<file path="src/rtl/uart_pkg.sv">
// Shared types and constants for the UART transmit path.
package uart_pkg;

    typedef enum logic [2:0] {
        IDLE,
        START,
        DATA,
        PARITY,
        STOP
    } tx_state_t;

    localparam int DATA_W_MIN    = 5;
    localparam int DATA_W_MAX    = 9;
    localparam int STOP_BITS_MIN = 1;
    localparam int STOP_BITS_MAX = 2;
    localparam int CLK_DIV_MIN   = 1;
    localparam int CLK_DIV_MAX   = 65535;

    localparam logic PARITY_EVEN = 1'b0;
    localparam logic PARITY_ODD  = 1'b1;

    function automatic bit in_range(input int value, input int lo, input int hi);
        return (value >= lo) && (value <= hi);
    endfunction

endpackage

</file>
<file path="src/rtl/uart_baud_gen.sv">
// Bit-period timer: bit_tick marks the last txclk cycle of every CLK_DIV-cycle bit.
module uart_baud_gen #(
    parameter int CLK_DIV = 16
) (
    input  logic txclk,
    input  logic reset,
    input  logic restart,
    output logic bit_tick
);

    // A divide-by-one counter still needs one bit of storage; it simply never leaves zero.
    localparam int CNT_W = (CLK_DIV > 1) ? $clog2(CLK_DIV) : 1;
    localparam logic [CNT_W-1:0] CNT_LAST = CNT_W'(CLK_DIV - 1);

    logic [CNT_W-1:0] cnt_q;

    // NOTE: sequential state is written with non-blocking assignments so every flop samples pre-edge values.
    always_ff @(posedge txclk) begin
        if (reset || restart || bit_tick) begin
            cnt_q <= '0;
        end else begin
            cnt_q <= cnt_q + 1'b1;
        end
    end

    assign bit_tick = (cnt_q == CNT_LAST);

endmodule

</file>
<file path="src/rtl/uart_tx_gen.sv">
// UART frame transmitter: start, DATA_W bits LSB first, optional parity, STOP_BITS stops.
// Define UART_TX_PARITY_EN to include the parity bit; otherwise parity_odd is ignored.
module uart_tx_gen
    import uart_pkg::*;
#(
    parameter int DATA_W    = 8,
    parameter int CLK_DIV   = 16,
    parameter int STOP_BITS = 1
) (
    input  logic              txclk,
    input  logic              reset,
    input  logic              tx_valid,
    output logic              tx_ready,
    input  logic [DATA_W-1:0] tx_data,
    input  logic              parity_odd,
    output logic              tx_out,
    output logic              tx_busy,
    output logic              tx_done
);

    if (!in_range(DATA_W, DATA_W_MIN, DATA_W_MAX)) begin : g_bad_data_w
        $error("uart_tx_gen: DATA_W=%0d outside %0d..%0d", DATA_W, DATA_W_MIN, DATA_W_MAX);
    end
    if (!in_range(CLK_DIV, CLK_DIV_MIN, CLK_DIV_MAX)) begin : g_bad_clk_div
        $error("uart_tx_gen: CLK_DIV=%0d outside %0d..%0d", CLK_DIV, CLK_DIV_MIN, CLK_DIV_MAX);
    end
    if (!in_range(STOP_BITS, STOP_BITS_MIN, STOP_BITS_MAX)) begin : g_bad_stop_bits
        $error("uart_tx_gen: STOP_BITS=%0d outside %0d..%0d", STOP_BITS, STOP_BITS_MIN, STOP_BITS_MAX);
    end

    localparam int BIT_W = $clog2(DATA_W + 1);
    localparam logic [BIT_W-1:0] LAST_BIT  = BIT_W'(DATA_W - 1);
    localparam logic             LAST_STOP = 1'(STOP_BITS - 1);

    tx_state_t         state_q;
    tx_state_t         state_d;
    logic [DATA_W-1:0] shift_q;
    logic [BIT_W-1:0]  bit_cnt_q;
    logic              stop_cnt_q;
    logic              tx_out_q;
    logic              bit_tick;
    logic              accept;
    logic              last_data;
    logic              last_stop;

`ifdef UART_TX_PARITY_EN
    logic              par_q;
`else
    logic              unused_parity_odd;
    assign unused_parity_odd = parity_odd;
`endif

    uart_baud_gen #(
        .CLK_DIV (CLK_DIV)
    ) u_baud (
        .txclk    (txclk),
        .reset    (reset),
        .restart  (accept || (state_q == IDLE)),
        .bit_tick (bit_tick)
    );

    // NOTE: every combinational output gets a default first, so no path can infer a latch.
    always_comb begin
        last_data = (bit_cnt_q == LAST_BIT);
        last_stop = (state_q == STOP) && bit_tick && (stop_cnt_q == LAST_STOP);
        tx_ready  = !reset && ((state_q == IDLE) || last_stop);
        tx_done   = !reset && last_stop;
        accept    = tx_valid && tx_ready;
        state_d   = state_q;
        case (state_q)
            IDLE:   if (accept) state_d = START;
            START:  if (bit_tick) state_d = DATA;
`ifdef UART_TX_PARITY_EN
            DATA:   if (bit_tick && last_data) state_d = PARITY;
            PARITY: if (bit_tick) state_d = STOP;
`else
            DATA:   if (bit_tick && last_data) state_d = STOP;
`endif
            STOP:   if (last_stop) state_d = accept ? START : IDLE;
            default: state_d = IDLE;
        endcase
    end

    always_ff @(posedge txclk) begin
        if (reset) begin
            state_q <= IDLE;
        end else begin
            state_q <= state_d;
        end
    end

    // shift_q[0] is always the data bit currently on the line while in DATA.
    always_ff @(posedge txclk) begin
        if (reset) begin
            shift_q    <= '0;
            bit_cnt_q  <= '0;
            stop_cnt_q <= 1'b0;
            tx_out_q   <= 1'b1;
`ifdef UART_TX_PARITY_EN
            par_q      <= PARITY_EVEN;
`endif
        end else if (accept) begin
            shift_q    <= tx_data;
            bit_cnt_q  <= '0;
            stop_cnt_q <= 1'b0;
            tx_out_q   <= 1'b0;
`ifdef UART_TX_PARITY_EN
            // Seeding with 1 for odd mode makes the running XOR the finished parity bit.
            par_q      <= (parity_odd == PARITY_ODD);
`endif
        end else if (bit_tick) begin
            case (state_q)
                START: tx_out_q <= shift_q[0];
                DATA: begin
                    shift_q   <= shift_q >> 1;
                    bit_cnt_q <= bit_cnt_q + 1'b1;
`ifdef UART_TX_PARITY_EN
                    par_q     <= par_q ^ shift_q[0];
                    tx_out_q  <= last_data ? (par_q ^ shift_q[0]) : shift_q[1];
`else
                    tx_out_q  <= last_data ? 1'b1 : shift_q[1];
`endif
                end
                PARITY: tx_out_q <= 1'b1;
                STOP: begin
                    tx_out_q <= 1'b1;
                    if (!last_stop) stop_cnt_q <= stop_cnt_q + 1'b1;
                end
                default: ;
            endcase
        end
    end

    assign tx_out  = tx_out_q;
    assign tx_busy = (state_q != IDLE);

endmodule

</file>
<file path="config.mk">
export PLATFORM = sky130hd
export DESIGN_NAME = uart_tx_gen
export DESIGN_NICKNAME = d
export VERILOG_FILES = /design/src/rtl/uart_pkg.sv /design/src/rtl/uart_baud_gen.sv /design/src/rtl/uart_tx_gen.sv
export SDC_FILE = /design/constraint.sdc
export NUM_CORES = 1
export LEC_CHECK = 0
export BUFFER_PORTS_ARGS = -buffer_cell sky130_fd_sc_hd__buf_2
export CORE_MARGIN = 2
export CORE_UTILIZATION = 54
export CTS_CLUSTER_SIZE = 20
export DETAILED_ROUTE_END_ITERATION = 12
export PLACE_DENSITY = 0.79
export SYNTH_ARGS = -nofsm -noshare
export SYNTH_HDL_FRONTEND = slang
export SYNTH_SLANG_ARGS = --single-unit
export TNS_END_PERCENT = 20
</file>
<file path="constraint.sdc">
create_clock -name txclk -period 2 [get_ports txclk]
set_input_delay 0.5 -clock txclk [delete_from_list [all_inputs] [get_ports txclk]]
set_output_delay 0.5 -clock txclk [all_outputs]
set_load 0.1 [all_outputs]
</file>
=== Yosys cells after proc, flatten, opt, wreduce, memory -nomap -nowiden ===
Index checks and enable logic that the tools add are counted.

* Bits in registers: 21
* Bits in latches: 0
* RAM bits: 0
* Memory bits (read-only): 0
* Bits of input ports: 12
* Output and inout port bits: 4
* Logic and storage cells: 57
* Memories: 0

* Add/sub/neg operators: 3
* Multipliers: 0
* Div/mod/pow operators: 0
* Order comparisons: 0
* Equal/unequal tests: 10
* Shift operators: 0
* Mux-type cells: 13
* Bitwise logic cells: 2
* Reductions and logical operators: 23

{| class="wikitable"
|+ Operators with widths
! cell !! number
|-
| 2-to-1 mux 8 bit || 3
|-
| 2-to-1 mux 3 bit || 4
|-
| one-hot mux 3 bit (4 select lines) || 1
|-
| adder 4 x 1 -> 4 bit (second input constant) || 2
|-
| != test 2 bit (second input constant) || 4
|-
| == test 3 x 2 -> 1 bit (second input constant) || 2
|-
| logical AND 1 bit || 6
|-
| AND reduction 2 bit || 3
|-
| == test 4 x 3 -> 1 bit (second input constant) || 1
|-
| == test 4 bit (second input constant) || 1
|-
| logical OR 1 bit || 4
|-
| 2-to-1 mux 1 bit || 4
|-
| AND reduction 4 bit || 1
|-
| nonzero test 2 bit || 2
|-
| nonzero test 4 bit || 1
|-
| OR reduction 2 bit || 2
|-
| == test 3 x 1 -> 1 bit (second input constant) || 1
|-
| == test 3 bit (second input constant) || 1
|-
| logical NOT 3 bit || 1
|-
| one-hot mux 1 bit (3 select lines) || 1
|-
| AND reduction 3 bit || 1
|-
| nonzero test 3 bit || 1
|-
| NOT 1 bit || 2
|-
| adder 1 bit (second input constant) || 1
|-
| logical NOT 1 bit || 1
|}

=== Depth between registers and ports, before layout ===
* Word-level depth: 9
* Depth in mapped cells: 6
* Mapped depth without buffers: 5

=== By module ===
A second synthesis with hierarchy kept.

* Cell total of the unflattened synthesis: 115
* Area, all modules: 1084.8 um^2

{| class="wikitable"
|+ Modules (own cells, without submodules)
! module !! instances !! cells each !! area an instance (um^2)
|-
| uart_tx_gen || 1 || 99 || 927.1
|-
| uart_baud_gen || 1 || 16 || 157.7
|}

=== Worst setup path before layout ===
No wires, ideal clock.

* Path type: reg-to-output
* From: reg u_baud.cnt_q[0]
* To: out tx_ready
* Arrival: 3.776 ns
* Path slack: -2.276 ns
* Cell stages (with the launch flop): 6
* Path buffers: 1
* Cells stage by stage: dfxtp_1 ha_1 and4b_1 buf_6 nor2_1 nor4_1

* Word-level cells in the longest chain between the ends: 5

{| class="wikitable"
|+ Ends and longest elaborated chain
! what !! line !! source
|-
| start, declared || uart_baud_gen.sv:15 || <nowiki>logic [CNT_W-1:0] cnt_q;</nowiki>
|-
| start signal, assigned || uart_baud_gen.sv:22 || <nowiki>cnt_q <= cnt_q + 1'b1;</nowiki>
|-
| == test 4 bit || uart_baud_gen.sv:26 || <nowiki>assign bit_tick = (cnt_q == CNT_LAST);</nowiki>
|-
| logical AND 1 bit (2 in a row) || uart_tx_gen.sv:65 || <nowiki>last_stop = (state_q == STOP) && bit_tick && (stop_cnt_q == LAST_STOP);</nowiki>
|-
| logical OR 1 bit || uart_tx_gen.sv:66 || <nowiki>tx_ready = !reset && ((state_q == IDLE) || last_stop);</nowiki>
|-
| logical AND 1 bit || uart_tx_gen.sv:66 ||
|-
| end, declared || uart_tx_gen.sv:13 || <nowiki>output logic tx_ready,</nowiki>
|}

Every way passes these cells.

=== Final worst setup path ===
Ends and elaborated chain as after synthesis.

==> impl_metrics.tcl <==
set metrics [dict create \
    synth-seq-area-share 0.402 \
    clock_skew_ns 0.00911 \
    port-buffer-count 14 \
    ys_top_cells_by_area "dfxtp_1 (40%), a21oi_1 (7.2%), nand3_1 (5.3%), a22oi_1 (4.3%), nand2_1 (2.9%)" \
    n_antenna_cell 0 \
    worst_setup_path_start_kind "register" \
    synth-adder-area-share 0.0239 \
    ctsHoldBuffers 0 \
    cts_num_sinks 21 \
    die-area_sq_um 2300 \
    drt_iter0_drc 36 \
    path_clk_slew_ns 0.13 \
    place_ws_ns 0.0213 \
    yosys_warnings 0 \
    numCtsBuffers 3 \
    drtPass1Iterations 4 \
    routed_wl_mm 2.33 \
    hold_violations 0 \
    ctsRootBufferMaster "clkbuf_4" \
    fin_crit_sh 1.07 \
    failed_checks "negative setup slack" \
    areaGrowthSynthToFinish_pct 24.0 \
    die_h_microns 48.0 \
    synth_edf_count 0 \
    grt_pass1_vias 900 \
    start_util 0.587 \
    fin_crit_ns 2.13 \
    synth_area_sq_um 1050 \
    fin_nets 154 \
    num_vias 988 \
    synth-xor-area-share 0.0419 \
    ys_ff_latch 21 \
    powerDensity_nw_per_um2 628 \
    placed_area_sq_um 1230 \
    synth.largest_area_cell "dfxtp_1" \
    tns_ns -0.164 \
    finalWorstSetupSlack_ns -0.132 \
    crit_fanout 3 \
    grt_max_degree 13 \
    avgSynthCellArea_sq_um 9.02 \
    synth_compound_area_frac 0.208 \
    grt_use_total 0.238 \
    crit_buf_inv 1 \
    antenna_found_initial 0 \
    status "finished, violations left" \
    setup_violations 2 \
    ir_worst_vdd_uv 458 \
    clk_latency_ns 0.32 \
    synth_cell_type_count 39 \
    drcViolationCount 0 \
    path_cells "ha_4, and4b_2, nor2_4, nor4_4, buf_12" \
    wl_per_cell_microns 14.2 \
    path_delay_family "simple AND/OR/NAND/NOR gates" \
    synth-simple-area-share 0.281 \
    drv_slew 0 \
    hold_class "in -> reg" \
    critical_path_class "reg -> out" \
    gp_congestion 0.882 \
    synth_top_family_by_area "simple AND/OR/NAND/NOR gates" \
    syn_inst 116 \
    syn_nets 130 \
    drive_gt1_frac 0.345 \
    cts_tree "built" \
    cpPeakStageDelay_ns 0.38 \
    relSlewSlack 0.681 \
    via_per_inst 6.02 \
    p_leak_nw 0.501 \
    muxShareOfSynthArea 0 \
    report.power.total_w 0.000815 \
    cp_data_required_time_ns 1.50 \
    critPathArrivalTime_ns 1.63 \
    grt_pass1_wl_mm 3.75 \
    synth_ff_type "dfxtp_1" \
    netlist.area_leader.share 0.402 \
    postLayoutCellArea_sq_um 1300 \
    rsz0062_at_grt "true" \
    core_sq_um 1780 \
    die_w_microns 48.0 \
    fmaxAchievable_mhz 469 \
    rows 15 \
    cap_violations 0 \
    cts_buffer_depth 2 \
    antenna_left 0 \
    ios 16 \
    tightest_slew_ns 0.482 \
    dp_hpwl_mm 1.73 \
    worst_setup_path_end_kind "primary output" \
    h-tree-depth 1 \
    grt_overflow 0 \
    cpMaxStageDelayCell "dfxtp_4" \
    async_reset_ff_frac 0 \
]
==> metal layers <==
layer / global-route usage / vias to the layer above / share of wire
met5: 0 / - / 0
met4: 0.119 / 0 / 0.023
met3: 0.0453 / 7 / 0.036
met2: 0.387 / 26 / 0.49
met1: 0.300 / 480 / 0.45
li1: - / 475 / -
==> registers in the layout (all words and copies together), names as in the netlist <==
signal and count:
stop_cnt_q 1, bit_cnt_q 4, u_baud.cnt_q 4, shift_q 8, state_q 3, tx_out 1
==> area by class of cell <==
type	instances	area, sq um
multi-input combinational	86	617
fill	140	485
sequential	21	425
timing repair buffer	25	185
tap	25	31.3
clock buffer	3	22.5
inverter	3	11.3
clock inverter	1	5.00
==> through the flow <==
stage          hold slack, ns  cells   util
6_report                0.410    164  0.728
5_1_grt                 0.433    164  0.728
4_1_cts                 0.417    164  0.728
3_5_place_dp            0.439    156  0.692
3_3_place_gp            0.419    156  0.692
2_1_floorplan           0.406    116      -
==> path summary, 6_finish.rpt <==
kind,start,to,slack [ns],depth (start not counted)
max reg2reg,u_baud.cnt_q[0],shift_q[2],0.31,7
min reg2reg,stop_cnt_q,stop_cnt_q,0.45,2
min,tx_data[7],shift_q[7],0.41,3
max,u_baud.cnt_q[0],tx_ready,-0.13,5
==> cell usage after synthesis (3+ instances only) <==
cell type	instances
a21oi_1	15
nor4_1	4
buf_2	3
a22oi_1	6
dfxtp_1	21
nand3_1	11
nor3_1	3
xor2_1	3
nand2_1	8
nor2_1	7
==> cells in the final DEF (no fill, tap or decap), types with 3 or more instances in the layout <==
master / n
clkbuf_4: 3
nor4_1: 3
nor3_1: 3
a21oi_1: 15
dfxtp_1: 19
xor2_1: 3
nand3_1: 11
nor2_1: 6
buf_4: 12
buf_2: 11
a22oi_1: 6
nand2_1: 8
==> worst reg2reg max path, cell delays in order (launching register included) <==
cell and delay [ns]:
dfxtp_4 0.37, ha_4 0.15, and4b_2 0.24, buf_4 0.16
buf_4 0.13, o211a_4 0.26, a22oi_1 0.20, a21oi_1 0.09
==> what timing repair did <==
action                                  4_1_cts  5_1_grt
buffers inserted                              4        0
resized for setup                             3        0
endpoints found under the setup margin        3        3
pin swaps                                     3        0
==> logic make-up after synthesis <==
kind of cell               Yosys count
DFF                                 21
AOI/OAI and AO/OA                   30
and+or+nand+nor                     49
adders and majority gates            2
xor gates and xnor gates             5
buffers and inverters                9
==> where the power goes <==
group	leakage, nW	switching (W)	internal, W	total [W]
Clock	0.0177	0.000139	0.0000749	0.000214
Sequential	0.172	0.0000122	0.000434	0.000446
Combinational	0.311	0.0000963	0.0000588	0.000155
Total	0.501	0.000248	0.000568	0.000815
(Power assumes the default switching activity.)
